`src/rtl/matrix_scan_scheduler.sv`:
```
`default_nettype none
// =============================================================================
// Module      : matrix_scan_scheduler
// Description : HUB75 half-panel scan sequencer (column/row/plane walk, BCM OE
//               timing). Optional row-change blanking via ROW_DEADTIME_EN.
// Revision    : 1.0 - initial release
// =============================================================================
module matrix_scan_scheduler #(
    parameter int PIXEL_WIDTH    = 64,
    parameter int ROW_COUNT      = 16,
    parameter int PLANES         = 8,
    parameter int BASE_ON_TICKS  = 2,
    parameter int DEADTIME_TICKS = 4,
    localparam int c_COL_W       = $clog2(PIXEL_WIDTH),
    localparam int c_PLANE_W     = (PLANES > 1) ? $clog2(PLANES) : 1
) (
    input  logic                 clk_in,
    input  logic                 reset_n,
    input  logic                 enable,
    input  logic                 frame_swap_req,
    output logic [c_COL_W-1:0]   column_address,
    output logic [3:0]           row_address,
    output logic [c_PLANE_W-1:0] bitplane,
    output logic                 frame_select,
    output logic                 clk_pixel,
    output logic                 row_latch,
    output logic                 output_enable_n,
    output logic [3:0]           row_address_active,
    output logic                 frame_swapped,
    output logic                 busy
);

    localparam int c_ON_W = $clog2(BASE_ON_TICKS << (PLANES - 1)) + 1;
    localparam logic [c_COL_W-1:0]   c_COL_LAST   = c_COL_W'(PIXEL_WIDTH - 1);
    localparam logic [c_PLANE_W-1:0] c_PLANE_LAST = c_PLANE_W'(PLANES - 1);
    localparam logic [3:0]           c_ROW_LAST   = 4'(ROW_COUNT - 1);

    typedef enum logic [2:0] {
        S_IDLE     = 3'd0,
        S_SHIFT    = 3'd1,
        S_BLANK    = 3'd2,
        S_LATCH    = 3'd3,
        S_DISPLAY  = 3'd4
`ifdef ROW_DEADTIME_EN
        , S_DEADTIME = 3'd5
`endif
    } state_t;

    state_t                 r_state, w_state_nxt;
    logic                   r_phase, w_phase_nxt;
    logic [c_COL_W-1:0]     r_col, w_col_nxt;
    logic [3:0]             r_row, w_row_nxt;
    logic [c_PLANE_W-1:0]   r_plane, w_plane_nxt;
    logic [c_ON_W-1:0]      r_on_cnt, w_on_nxt, w_on_load;
    logic                   w_boundary;
    logic                   r_pending, r_frame_sel, r_swapped;
    logic                   r_clk_pixel, r_row_latch, r_oe_n, r_busy;
    logic [3:0]             r_row_active;

`ifdef ROW_DEADTIME_EN
    localparam int c_DEAD_W = $clog2(DEADTIME_TICKS) + 1;
    localparam logic [c_DEAD_W-1:0] c_DEAD_LOAD = c_DEAD_W'(DEADTIME_TICKS - 1);
    logic [c_DEAD_W-1:0]    r_dead_cnt, w_dead_nxt;
`endif

    // On-period of plane p is BASE_ON_TICKS << p; counter runs load..0.
    assign w_on_load = (c_ON_W'(BASE_ON_TICKS) << r_plane) - c_ON_W'(1);

    always_comb begin
        w_state_nxt = r_state;
        w_phase_nxt = r_phase;
        w_col_nxt   = r_col;
        w_row_nxt   = r_row;
        w_plane_nxt = r_plane;
        w_on_nxt    = r_on_cnt;
        w_boundary  = 1'b0;
`ifdef ROW_DEADTIME_EN
        w_dead_nxt  = r_dead_cnt;
`endif
        case (r_state)
            S_IDLE: begin
                if (enable) begin
                    w_state_nxt = S_SHIFT;
                    w_phase_nxt = 1'b0;
                    w_col_nxt   = '0;
                end
            end
            S_SHIFT: begin
                if (!r_phase) begin
                    w_phase_nxt = 1'b1;
                end else begin
                    w_phase_nxt = 1'b0;
                    if (r_col == c_COL_LAST) begin
                        w_state_nxt = S_BLANK;
                    end else begin
                        w_col_nxt = r_col + c_COL_W'(1);
                    end
                end
            end
            S_BLANK: begin
`ifdef ROW_DEADTIME_EN
                if (r_plane == '0) begin
                    w_state_nxt = S_DEADTIME;
                    w_dead_nxt  = c_DEAD_LOAD;
                end else
`endif
                w_state_nxt = S_LATCH;
            end
`ifdef ROW_DEADTIME_EN
            S_DEADTIME: begin
                if (r_dead_cnt == '0) begin
                    w_state_nxt = S_LATCH;
                end else begin
                    w_dead_nxt = r_dead_cnt - c_DEAD_W'(1);
                end
            end
`endif
            S_LATCH: begin
                w_state_nxt = S_DISPLAY;
                w_on_nxt    = w_on_load;
            end
            S_DISPLAY: begin
                if (r_on_cnt == '0) begin
                    if (r_plane == c_PLANE_LAST) begin
                        w_plane_nxt = '0;
                        if (r_row == c_ROW_LAST) begin
                            w_row_nxt  = '0;
                            w_boundary = 1'b1;
                        end else begin
                            w_row_nxt = r_row + 4'd1;
                        end
                    end else begin
                        w_plane_nxt = r_plane + c_PLANE_W'(1);
                    end
                    if (enable) begin
                        w_state_nxt = S_SHIFT;
                        w_phase_nxt = 1'b0;
                        w_col_nxt   = '0;
                    end else begin
                        w_state_nxt = S_IDLE;
                    end
                end else begin
                    w_on_nxt = r_on_cnt - c_ON_W'(1);
                end
            end
            default: w_state_nxt = S_IDLE;
        endcase
    end

    always_ff @(posedge clk_in or negedge reset_n) begin
        if (!reset_n) begin
            r_state <= S_IDLE;
        end else begin
            r_state <= w_state_nxt;
        end
    end

    // Pin-level outputs are decoded from the next state so they are registered
    // yet aligned with the state they describe.
    always_ff @(posedge clk_in or negedge reset_n) begin
        if (!reset_n) begin
            r_phase      <= 1'b0;
            r_col        <= '0;
            r_row        <= '0;
            r_plane      <= '0;
            r_on_cnt     <= '0;
            r_pending    <= 1'b0;
            r_frame_sel  <= 1'b0;
            r_swapped    <= 1'b0;
            r_clk_pixel  <= 1'b0;
            r_row_latch  <= 1'b0;
            r_oe_n       <= 1'b1;
            r_busy       <= 1'b0;
            r_row_active <= '0;
`ifdef ROW_DEADTIME_EN
            r_dead_cnt   <= '0;
`endif
        end else begin
            r_phase     <= w_phase_nxt;
            r_col       <= w_col_nxt;
            r_row       <= w_row_nxt;
            r_plane     <= w_plane_nxt;
            r_on_cnt    <= w_on_nxt;
`ifdef ROW_DEADTIME_EN
            r_dead_cnt  <= w_dead_nxt;
`endif
            r_clk_pixel <= (w_state_nxt == S_SHIFT) && w_phase_nxt;
            r_row_latch <= (w_state_nxt == S_LATCH);
            r_oe_n      <= (w_state_nxt != S_DISPLAY);
            r_busy      <= (w_state_nxt != S_IDLE);
            if (r_state == S_LATCH) begin
                r_row_active <= r_row;
            end
            r_swapped <= 1'b0;
            if (w_boundary && (r_pending || frame_swap_req)) begin
                r_frame_sel <= ~r_frame_sel;
                r_swapped   <= 1'b1;
                r_pending   <= 1'b0;
            end else if (frame_swap_req) begin
                r_pending <= 1'b1;
            end
        end
    end

    assign column_address     = r_col;
    assign row_address        = r_row;
    assign bitplane           = r_plane;
    assign frame_select       = r_frame_sel;
    assign clk_pixel          = r_clk_pixel;
    assign row_latch          = r_row_latch;
    assign output_enable_n    = r_oe_n;
    assign row_address_active = r_row_active;
    assign frame_swapped      = r_swapped;
    assign busy               = r_busy;

endmodule
`default_nettype wire
```
`config.mk`:
```
export PLATFORM = sky130hd
export DESIGN_NAME = matrix_scan_scheduler
export DESIGN_NICKNAME = d
export VERILOG_FILES = /design/src/rtl/matrix_scan_scheduler.sv
export SDC_FILE = /design/constraint.sdc
export NUM_CORES = 1
export LEC_CHECK = 0
export ABC_AREA = 1
export BUFFER_PORTS_ARGS = -buffer_cell sky130_fd_sc_hd__buf_2
export CAP_MARGIN = 20
export CORE_AREA = 2 2 78 80
export DETAILED_ROUTE_END_ITERATION = 8
export DIE_AREA = 0 0 80 82
export GPL_TIMING_DRIVEN = 0
export PLACE_DENSITY = 0.68
export SYNTH_ARGS = -nofsm -noshare
export SYNTH_HDL_FRONTEND = slang
export SYNTH_SLANG_ARGS = --single-unit
export TNS_END_PERCENT = 5
```
`constraint.sdc`:
```
create_clock -name clk_in -period 1.5 [get_ports clk_in]
set_input_delay 0.075 -clock clk_in [delete_from_list [all_inputs] [get_ports clk_in]]
set_output_delay 0.075 -clock clk_in [all_outputs]
set_load 0.02 [all_outputs]
```
# After elaboration in Yosys (flattened, before gate mapping)
# Cells that the tools add are included.
dict set report word_totals {
  output_inout_bits 23
  reg_bits 37
}
dict set report op_classes {
  muxes 26
  eq_ne 14
  n_shift 1
  addsub 5
  n_reduce_logical 13
  bitwise_logic 1
}
# op n
set op_table {}
lappend op_table {{$mux 6} 4}
lappend op_table {{$pmux 6 s3} 1}
lappend op_table {{$pmux 9 s2} 1}
lappend op_table {{$mux 3} 5}
lappend op_table {{$pmux 3 s5} 1}
lappend op_table {{$mux 1} 11}
lappend op_table {{$eq 3x2->1 const B} 3}
lappend op_table {{$logic_not 9->1} 1}
lappend op_table {{$mux 9} 1}
lappend op_table {{$shl 2x3->9 const A} 1}
lappend op_table {{$sub 9x1->9 const B} 1}
lappend op_table {{$sub 9x2->9 const B} 1}
lappend op_table {{$ne 2x2->1 const B} 4}
lappend op_table {{$add 6x1->6 const B} 1}
lappend op_table {{$eq 3x1->1 const B} 2}
lappend op_table {{$eq 3x3->1 const B} 2}
lappend op_table {{$eq 6x6->1 const B} 1}
lappend op_table {{$reduce_bool 3->1} 2}
lappend op_table {{$add 4x1->4 const B} 1}
lappend op_table {{$eq 4x4->1 const B} 1}
lappend op_table {{$mux 4} 1}
lappend op_table {{$reduce_and 2->1} 2}
lappend op_table {{$reduce_and 4->1} 1}
lappend op_table {{$reduce_bool 2->1} 2}
lappend op_table {{8 further kinds} 9}

# Logic depth before layout (Yosys ltp)
# Gate-level depths: netlist of the first run.
dict set report logic_depth {
  word_depth 7
  mapped_depth 10
}

# Least setup slack after synthesis of the first run
# Ideal clock, no wire load.
dict set report synth_path {
  path_kind {reg2reg}
  start {register r_on_cnt[0]}
  end {register r_busy, in the netlist busy}
  required_time_ns 1.378
  setup_slack_ns -0.064
  arrival_ns 1.442
  synth_period_minus_slack_ns 1.564
  stages_incl_launch_ff 11
  setup_time_ns 0.122
  path_cell_list {dfrtp_1 inv_1 ha_1 inv_1 nor2_1 nand4_4 nand2_4 nand2_4 buf_12 nor2_2 nand2_1}
}
dict set report synth_via {
  elab_chain_cells 4
}
# item line
set synth_lines {}
lappend synth_lines {{start: declaration} 54} ;# logic [c_ON_W-1:0] r_on_cnt, w_on_nxt, w_on_load;
lappend synth_lines {{start signal: assignment} 183} ;# r_on_cnt <= w_on_nxt;
lappend synth_lines {{$logic_not 9->1} 123} ;# if (r_on_cnt == '0) begin
lappend synth_lines {{$mux 3} 123}
lappend synth_lines {{$pmux 3 s5} 80} ;# case (r_state)
lappend synth_lines {{via w_state_nxt[2]} 49} ;# state_t r_state, w_state_nxt;
lappend synth_lines {{$reduce_bool 3->1} 190} ;# r_busy <= (w_state_nxt != S_IDLE);
lappend synth_lines {{end signal: assignment} 190}
lappend synth_lines {{end: declaration} 57} ;# logic r_clk_pixel, r_row_latch, r_oe_n, r_busy;
# The timed path passes the listed nets, and every way through them passes these cells.
# A chain may end at the register's enable or synchronous reset.

# Worst setup path in the final report of the first run
# Same ends and word-level chain as after synthesis.

==> impl.org, run 1 <==
** Outcome
- Outcome :: complete, but fails checks
- The checks that failed: negative hold slack.

** Drt
- For this block, the via count after detailed routing is 1881.
- First-pass iteration count of the detailed router :: 4
- Post-route ant nets :: 0
- Number of vias per cell after detailed routing :: 4.74
- Final routed wire length divided by cell count :: 11.8 um
- Number of DRC violations after detailed-routing iteration 0 :: 137
- Number of remaining DRC errors :: 0
- For this block, the routed nets add up to 4.69 mm of wire.

** Global routing
- Largest net degree at the start of global routing :: 38
- First-pass GRT wire length :: 8.54 mm
- Across every metal layer, demand over resource in global routing totals 0.165.
- Initial antenna violation count :: 0
- Met2 Resource Use GR :: 0.281
- Global routing usage on met1 :: 0.213
- The total overflow left after global routing is 0.
- met2 is the most crowded layer.
- In the global route stage, met3 resource usage came out at 0.0330.
- Number of global-route vias before repair :: 1844

** Min path
- Cell count of the worst hold path :: 3
- In this run the worst hold path is classified as primary input to flip-flop.

** Setup path
- Worst Path Class, Setup :: flip-flop to flip-flop
- STA puts the critical path data arrival time at 1.68 ns.
- Crit path cell chain :: inv_2 > ha_4 > inv_4 > nor2_4 > nand4_4 > nand2_4 > nand2_8 > buf_12 > nor2_4 > nand2_1
- Worst Reg2Reg Path Length in Cells :: 10
- Capturing element type of the critical path :: flip-flop
- Slowest cell on the critical path :: sky130_fd_sc_hd__dfrtp_1
- Max incr delay on CP :: 0.39 ns
- Along the worst path, the maximum fanout reaches 8.
- At the worst endpoint, the required time is 1.69 ns.
- Worst setup SP type :: flip-flop
- Among the stages of the critical path, the cell type that occurs most often is sky130_fd_sc_hd__nor2_4.

** STA
- For the pin with the worst max-slew slack, the measured transition is 0.856 ns.
- Post-Route Skew :: 0.0160 ns
- The final-report max-slew violation count was 0.
- Dividing the final minimum period by the clock period gives 0.993.
- Setup violations remaining at the end of the flow were counted as 0.
- Worst slew slack as a fraction of its limit :: 0.430
- Worst slack on hold paths :: -0.00366 ns
- The number of failing hold endpoints at the final stage is 1.
- Across all setup checks in the final design, the least slack found is 0.00999 ns.
- Shortest period the worst path allows :: 1.49 ns
- Derived from the worst setup path, the maximum achievable clock frequency is 671 MHz.
- Setup repair after global routing missed its margin :: yes

** Clock tree
- Clock-pin slew was measured on the worst setup and hold paths at 0.09 ns.
- CTS Buf Count :: 5
- For this design, the sink count on the clock tree is 37.
- The later pin in the worst-skew pair is clocked with a latency of 0.30 ns.
- Deepest level of the CTS H-tree :: 2
- Largest buffer count on any clock path :: 2
- Clock tree from TritonCTS :: yes
- The tree is rooted in a sky130_fd_sc_hd__clkbuf_8.

** Cells and area
- Summing all non-filler instances in the final layout gives an area of 2780 um^2.
- Relative to the synthesized area, the layout overhead comes to 26.8%.
- Non-filler cells in the finished layout :: 397
- Number of nets in the layout :: 335
- 0 antenna diodes ended up in the layout.
- Fraction of layout instances using a drive strength above 1 :: 0.304
- Layout fillers :: 564

** Floorplanning
- The die covers 6560 um^2.
- Die Span X :: 80 um
- I/O pins :: 27
- The initial utilization of the core area, before any placement, comes to 0.382.
- FP Rows :: 28
- Die H :: 82 um
- After floorplanning, the core was sized to cover 5750 um^2.

** Pwr
- IR analysis of the VDD net gives a maximum drop of 0.634 mV.
- Power density over the cells :: 1010 nW/um^2
- Lkg Pwr :: 1.55 nW

** Logic synthesis
- For this run, the number of Yosys warnings is 0.
- The biggest area contributor in the post-synthesis netlist is sky130_fd_sc_hd__dfrtp_1.
- Area fraction of the dominant cell type after synthesis :: 0.410
- In this run, distinct cell masters in the synthesized netlist total 32.
- Count of state elements after synthesis :: 37
- Summing every instance area after synthesis gives 2190 um^2.
- Cell count after synthesis :: 276
- Synthesized netlist net count :: 290
- Dividing the synthesized area by the synthesized cell count gives 7.95 um^2.
- Fraction of the yosys area taken by sequential cells :: 0.422
- Ranked by total cell area, the synthesized netlist is headed by sky130_fd_sc_hd__dfrtp_1 (41%), sky130_fd_sc_hd__nand2_1 (14%), sky130_fd_sc_hd__inv_1 (6.0%).

** Place
- Routability-driven placement finished with a final weighted congestion of 0.836.
- After legalization and detailed placement, the total HPWL measured 3.21 mm.
- In this run the cell area measured after placement is 2420 um^2.
- During placement, the flow inserted port buffers numbering 26.
- Timing analysis after detailed placement gives a worst setup slack of -0.204 ns.
- Post-Place Cells :: 377

** Flow run
- Max-cap violations :: 0
per-layer routing:
layer / wire [um] / share of wire / vias to the layer above
met5: 0 / 0 / -
met4: 44 / 0.0094 / 0
met3: 154 / 0.033 / 7
met2: 2220 / 0.47 / 30
met1: 2270 / 0.48 / 876
li1: - / - / 968
kinds of logic after synthesis:
kind of cell,Yosys count,synth area share
compound gates,29,0.0758
flops,37,0.422
fa+ha+maj,10,0.0570
xor+xnor,5,0.0200
simple gates,154,0.343
buf+inv,41,0.0815
registers in the layout, summed over array words and instances (netlist names):
signal	count
bitplane	3
output_enable_n	1
frame_select	1
r_on_cnt	9
busy	1
column_address	6
r_pending	1
frame_swapped	1
row_address_active	4
r_phase	1
row_address	4
clk_pixel	1
row_latch	1
r_state	3
worst max-delay path, delay by kind of cell (launching register included):
kind / cells / cell delay (ns)
and+or+nand+nor: 6 / 0.57
DFF: 1 / 0.39
adders and majority gates: 1 / 0.15
buffers and inverters: 3 / 0.27
final timing paths:
check	from	endpoint	slack (ns)
worst max-delay path	r_on_cnt[0]	busy	0.01
worst min-delay path	frame_swap_req	r_pending	-0.004
worst max register to register	r_on_cnt[0]	busy	0.01
worst min register to register	row_address_active[1]	row_address_active[1]	0.49
max in group asynchronous	reset_n	r_on_cnt[3]	0.48
min in group asynchronous	reset_n	r_on_cnt[6]	0.41
final cells by class:
cell class,instances,area (um^2),area share
multi-input cells,198,1190,0.427
repair buffers,38,246,0.0886
inverters,38,149,0.0535
flip-flops and latches,37,932,0.335
plain buffers,3,36.3,0.0130
clock inverters,3,68.8,0.0247
clock buffers,5,68.8,0.0247
well taps,75,93.8,0.0337
repair_timing:
item	4_1_cts	5_1_grt
setup buffers	8	2
gates resized for setup	17	19
cloned	1	0
pin swaps	4	11
hold buffers	1	0
hold endpoints to repair	36	0
setup endpoints to repair	21	28
cells in the mapped netlist:
cell                       count
sky130_fd_sc_hd__nor2_4        3
sky130_fd_sc_hd__nor2_2        4
sky130_fd_sc_hd__buf_2         1
sky130_fd_sc_hd__nand4_1       2
sky130_fd_sc_hd__dfstp_2       1
sky130_fd_sc_hd__nand2_2       2
sky130_fd_sc_hd__nand4_4       1
sky130_fd_sc_hd__o21ai_1       6
sky130_fd_sc_hd__nand2_4       2
sky130_fd_sc_hd__nand3_2       2
sky130_fd_sc_hd__a31oi_1       1
sky130_fd_sc_hd__inv_2         2
sky130_fd_sc_hd__a21oi_1       4
sky130_fd_sc_hd__buf_6         1
sky130_fd_sc_hd__nor2_1       24
sky130_fd_sc_hd__nand3b_4      1
sky130_fd_sc_hd__o21ai_2       4
sky130_fd_sc_hd__xnor2_1       1
sky130_fd_sc_hd__nand3b_1      2
sky130_fd_sc_hd__o31ai_1       2
sky130_fd_sc_hd__inv_1        35
sky130_fd_sc_hd__nand3_4       1
sky130_fd_sc_hd__nand4_2       2
sky130_fd_sc_hd__nand2_1      82
sky130_fd_sc_hd__ha_1         10
sky130_fd_sc_hd__nor3_1        5
sky130_fd_sc_hd__dfrtp_1      36
sky130_fd_sc_hd__buf_12        1
sky130_fd_sc_hd__o21ai_0      12
sky130_fd_sc_hd__nand3_1      21
sky130_fd_sc_hd__xor2_1        4
sky130_fd_sc_hd__clkinv_1      1
cell usage in the layout (no fill, tap or decap), types with 9 or more instances in the layout:
cell / Yosys / layout
sky130_fd_sc_hd__buf_2: 1 / 27
sky130_fd_sc_hd__buf_4: 0 / 9
sky130_fd_sc_hd__dfrtp_1: 36 / 32
sky130_fd_sc_hd__inv_1: 35 / 30
sky130_fd_sc_hd__nand2_1: 82 / 80
sky130_fd_sc_hd__nand3_1: 21 / 20
sky130_fd_sc_hd__nor2_1: 24 / 17
sky130_fd_sc_hd__o21ai_0: 12 / 10
through the flow:
stage / util / setup TNS, ns / total power, mW
2_1_floorplan: - / -0.0186 / 1.60
3_3_place_gp: 0.422 / -1.25 / 1.76
3_5_place_dp: 0.422 / -1.94 / 1.77
4_1_cts: 0.474 / -0.0102 / 2.84
5_1_grt: 0.484 / -1.26 / 2.99
6_report: 0.484 / 0 / 2.82
report_power, final:
part           internal (mW)  switching [mW]
logic                  0.204           0.340
clock network          0.670           0.395
registers               1.09           0.113
total                   1.97           0.848
Note: power is estimated with default switching activity, not from simulation.
==> run 2: changes to the inputs <==
GPL_TIMING_DRIVEN = default   (was 0)
==> run 2 against run 1 <==
The run ends with negative setup slack left. Combinational power rose by 13%. Critical endpoint is now column_address[5]. Worst hold slack improved by 0.018 ns. Clock-buffer cell count did not move. Sequential share of layout area fell by 0.46 points. Critical path type unchanged. Flip-flop and latch count did not move. Global-route usage fell by 0.74 points. Sequential power barely moved. Die area did not move. Highest routed layer unchanged.
==> impl.org, run 2 (synthesis gave the netlist of run 1 again) <==
** Cells and area
- Antenna Diode Count :: 0 (unchanged)
- Commonest non-fill, non-tap cells in the layout :: sky130_fd_sc_hd__nand2_1 (79), sky130_fd_sc_hd__dfrtp_1 (34), sky130_fd_sc_hd__inv_1 (28)
- Leaving out fill and tap cells, the most frequent cell in the layout is sky130_fd_sc_hd__nand2_1.
- Synthesis-to-finish area growth :: 28.2%
- The number of fill cells is 573 (+1.6%).
- More flip-flops sit in one register than any other, and that register is r_on_cnt.
- Area of all placed cells without fillers :: 2810 um^2 (+1.1%)
- The net count reported at finish came to 345 (+3.0%).
- Finished Core Util :: 0.490 (+0.00544)
- Fraction of layout instances using a drive strength above 1 :: 0.322 (+0.0179)
- The flip-flop count of the largest register after layout came to 9 (unchanged).

** STA
- Accumulated negative setup slack :: -0.0319 ns (-0.0319 ns)
- Setup repair after global routing missed its margin :: yes
- Shortest period the worst path allows :: 1.53 ns (+0.0419 ns)
- Post-Route Skew :: 0.00854 ns (-0.00749 ns)
- The share of the cycle needed by the critical path after routing came to 1.02 (+0.0279).
- The normalized max-slew margin is 0.624 (+0.194).
- The number of failing hold endpoints at the final stage was 0 (-1).
- The setup violation total in the final timing report was 1 (+1).
- Worst Tran Pin Value :: 0.565 ns (-0.291 ns)
- Max Fclk :: 653 MHz (-2.7%)
- The final-report max-slew violation count is 0 (unchanged).
- The post-route worst setup slack was -0.0319 ns (-0.0419 ns).

** Setup path
- R2R Path Start :: r_on_cnt[0]
- Worst-path maximum fanout :: 6 (-2)
- The setup path with the least slack is of type flip-flop to flip-flop.
- The worst endpoint data arrival time is 1.71 ns (+0.03 ns).
- Flop2flop setup slack :: -0.03 ns (-0.04 ns)
- Data required time of the worst path :: 1.68 ns (about the same)
- The worst setup path is captured at a flip-flop.
- Tracing the worst setup path back leads to its startpoint at r_on_cnt[0].
- Worst setup SP type :: flip-flop

** Global routing
- Congestion Overflow GR :: 0 (unchanged)
- Initial antenna violation count :: 0 (unchanged)
- First-pass GRT wire length :: 8.06 mm (-5.6%)
- The number of global-route vias before repair came to 1770 (-4.0%).
- Global Route Usage Sum :: 0.157 (-0.00743)
- Largest net degree at the start of global routing :: 25 (-34%)

** Drt
- The average detailed-routed wire length per instance is 12.1 um (+2.7%).
- Via count :: 1943 (+3.3%)
- The remaining design rule violation count came to 0 (unchanged).
- The number of optimization iterations in the first detailed-route pass was 4 (unchanged).
- Number of vias per cell after detailed routing :: 4.77 (+0.76%)
- The count of routing violations after the opening detailed-route iteration came to 124 (-9.5%).
- The wire length after detailed routing is 4.94 mm (+5.3%).
- Post-route ant nets :: 0 (unchanged)

** Place
- The number of port buffers was 26 (unchanged).
- Sum of net half-perimeters after detailed placement :: 3.46 mm (+7.9%)
- Final weighted congestion of routability-driven global placement :: 0.834 (-0.22%)
- The post-placement cell area came to 2530 um^2 (+4.4%).

** Floorplanning
- Die Span X :: 80 um (unchanged)
- I/O pins :: 27 (unchanged)
- Die H :: 82 um (unchanged)
- Core Area :: 5750 um^2 (unchanged)
- DIE AREA :: 6560 um^2 (unchanged)
- Initial Utilization :: 0.382 (unchanged)
- FP Rows :: 28 (unchanged)

** Pwr
- Power density over the cells :: 1010 nW/um^2 (-0.28%)
- The combinational fraction of design power came to 0.216 (+0.023).
- Sequential Power Share :: 0.418 (-0.011)
- Worst ir drop on vdd :: 0.657 mV (+3.5%)
- The design internal power is 1.99 mW (+1.1%).
- The proportion of total power due to net switching was 0.299 (-0.00182).
- P_sw :: 850 uW (+0.24%)
- Lkg Pwr :: 1.55 nW (+0.55%)
- The clock share of power is 0.366 (-0.012).
- The overall power of the completed layout was 2.84 mW (+0.84%).

** Clock tree
- CTS Buf Count :: 5 (unchanged)
- Clock slew seen by the registers of the worst setup and hold paths :: 0.08 ns (about the same)
- The cell sitting at the root of the clock tree is a sky130_fd_sc_hd__clkbuf_8.
- Largest buffer count on any clock path :: 2 (unchanged)
- Clock latency on the worst-skew pair :: 0.29 ns (about the same)
- Number of clock sinks seen by CTS :: 37 (unchanged)
- Deepest level of the CTS H-tree :: 2 (unchanged)
- TritonCTS built the clock tree.

** Min path
- Path class of the lowest-slack min-delay path :: primary input to flip-flop
- The startpoint identified for the worst hold timing path is frame_swap_req.

** Flow run
- Max-cap violations :: 0 (unchanged)

** Outcome
- The flow ran to the end, but the final reports show violations.
- The checks that failed: negative setup slack.
## run 2: cell count changes in the layout (fill, tap and decap cells not counted), sizes merged
cell / change
buf: +10
inv: -1
clkinv: +1
## run 2: repair_timing
action	in CTS	in global routing
pin swaps	0	11
hold endpoints to repair	21	0
gates cloned	0	0
resized for setup	4	27
setup buffers	0	5
setup endpoints to repair	4	27
hold buffers	1	0
## run 2: power by group through the flow
| stage | clock, mW | combinational (mW) | sequential [mW] |
|---|---|---|---|
| after global placement | 0 | 0.589 | 1.20 |
| after floorplan | 0 | 0.301 | 1.30 |
| after CTS | 1.07 | 0.608 | 1.18 |
| after global routing | 1.11 | 0.698 | 1.20 |
| after detailed placement | 0 | 0.601 | 1.20 |
| final | 1.04 | 0.614 | 1.19 |
## run 2: cell type report
class	instances	area (um^2)	share of cell area
clock buffer	5	68.8	0.0245
multi-input combinational	198	1190	0.422
timing repair buffer	51	328	0.116
clock inverter	3	65.1	0.0231
sequential	37	930	0.330
inverter	38	143	0.0507
tap	75	93.8	0.0333
## run 2: worst max-delay path, stage by stage (launching register included)
cell and delay (ns):
sky130_fd_sc_hd__dfrtp_1 0.39, sky130_fd_sc_hd__inv_2 0.10, sky130_fd_sc_hd__ha_4 0.14, sky130_fd_sc_hd__inv_2 0.04, sky130_fd_sc_hd__nor2_4 0.12, sky130_fd_sc_hd__nand4_4 0.10, sky130_fd_sc_hd__nand2_4 0.15, sky130_fd_sc_hd__buf_6 0.12
sky130_fd_sc_hd__nand3b_4 0.11, sky130_fd_sc_hd__nand2_1 0.09, sky130_fd_sc_hd__nand2_1 0.06
## run 2: path summary, 6_finish.rpt
| path | to | cells past startpoint |
|---|---|---|
| setup / recovery | column_address[5] | 10 |
| max in group asynchronous | column_address[1] | 3 |
| min in group asynchronous | r_on_cnt[6] | 2 |
| setup reg to reg | column_address[5] | 10 |
| hold / removal | r_pending | 3 |
| hold reg to reg | row_address_active[2] | 2 |
## run 2: metal layers
metal / vias to the layer above / GRT usage / share of wire
met5: - / 0 / 0
met4: 0 / 0.0407 / 0.0089
met3: 6 / 0.0363 / 0.039
met2: 38 / 0.266 / 0.50
met1: 912 / 0.204 / 0.45
li1: 987 / - / -
## run 2: stage by stage
| stage | setup WS (ns) | hold WS, ns | instances |
|---|---|---|---|
| 4_1_cts | 0.0115 | 0.00513 | 402 |
| 5_1_grt | -0.106 | 0.0312 | 407 |
| 3_5_place_dp | -0.00855 | 0.102 | 393 |
| 2_1_floorplan | -0.0186 | -0.221 | 276 |
| 3_3_place_gp | 0.0139 | 0.115 | 393 |
| 6_report | -0.0319 | 0.0144 | 407 |
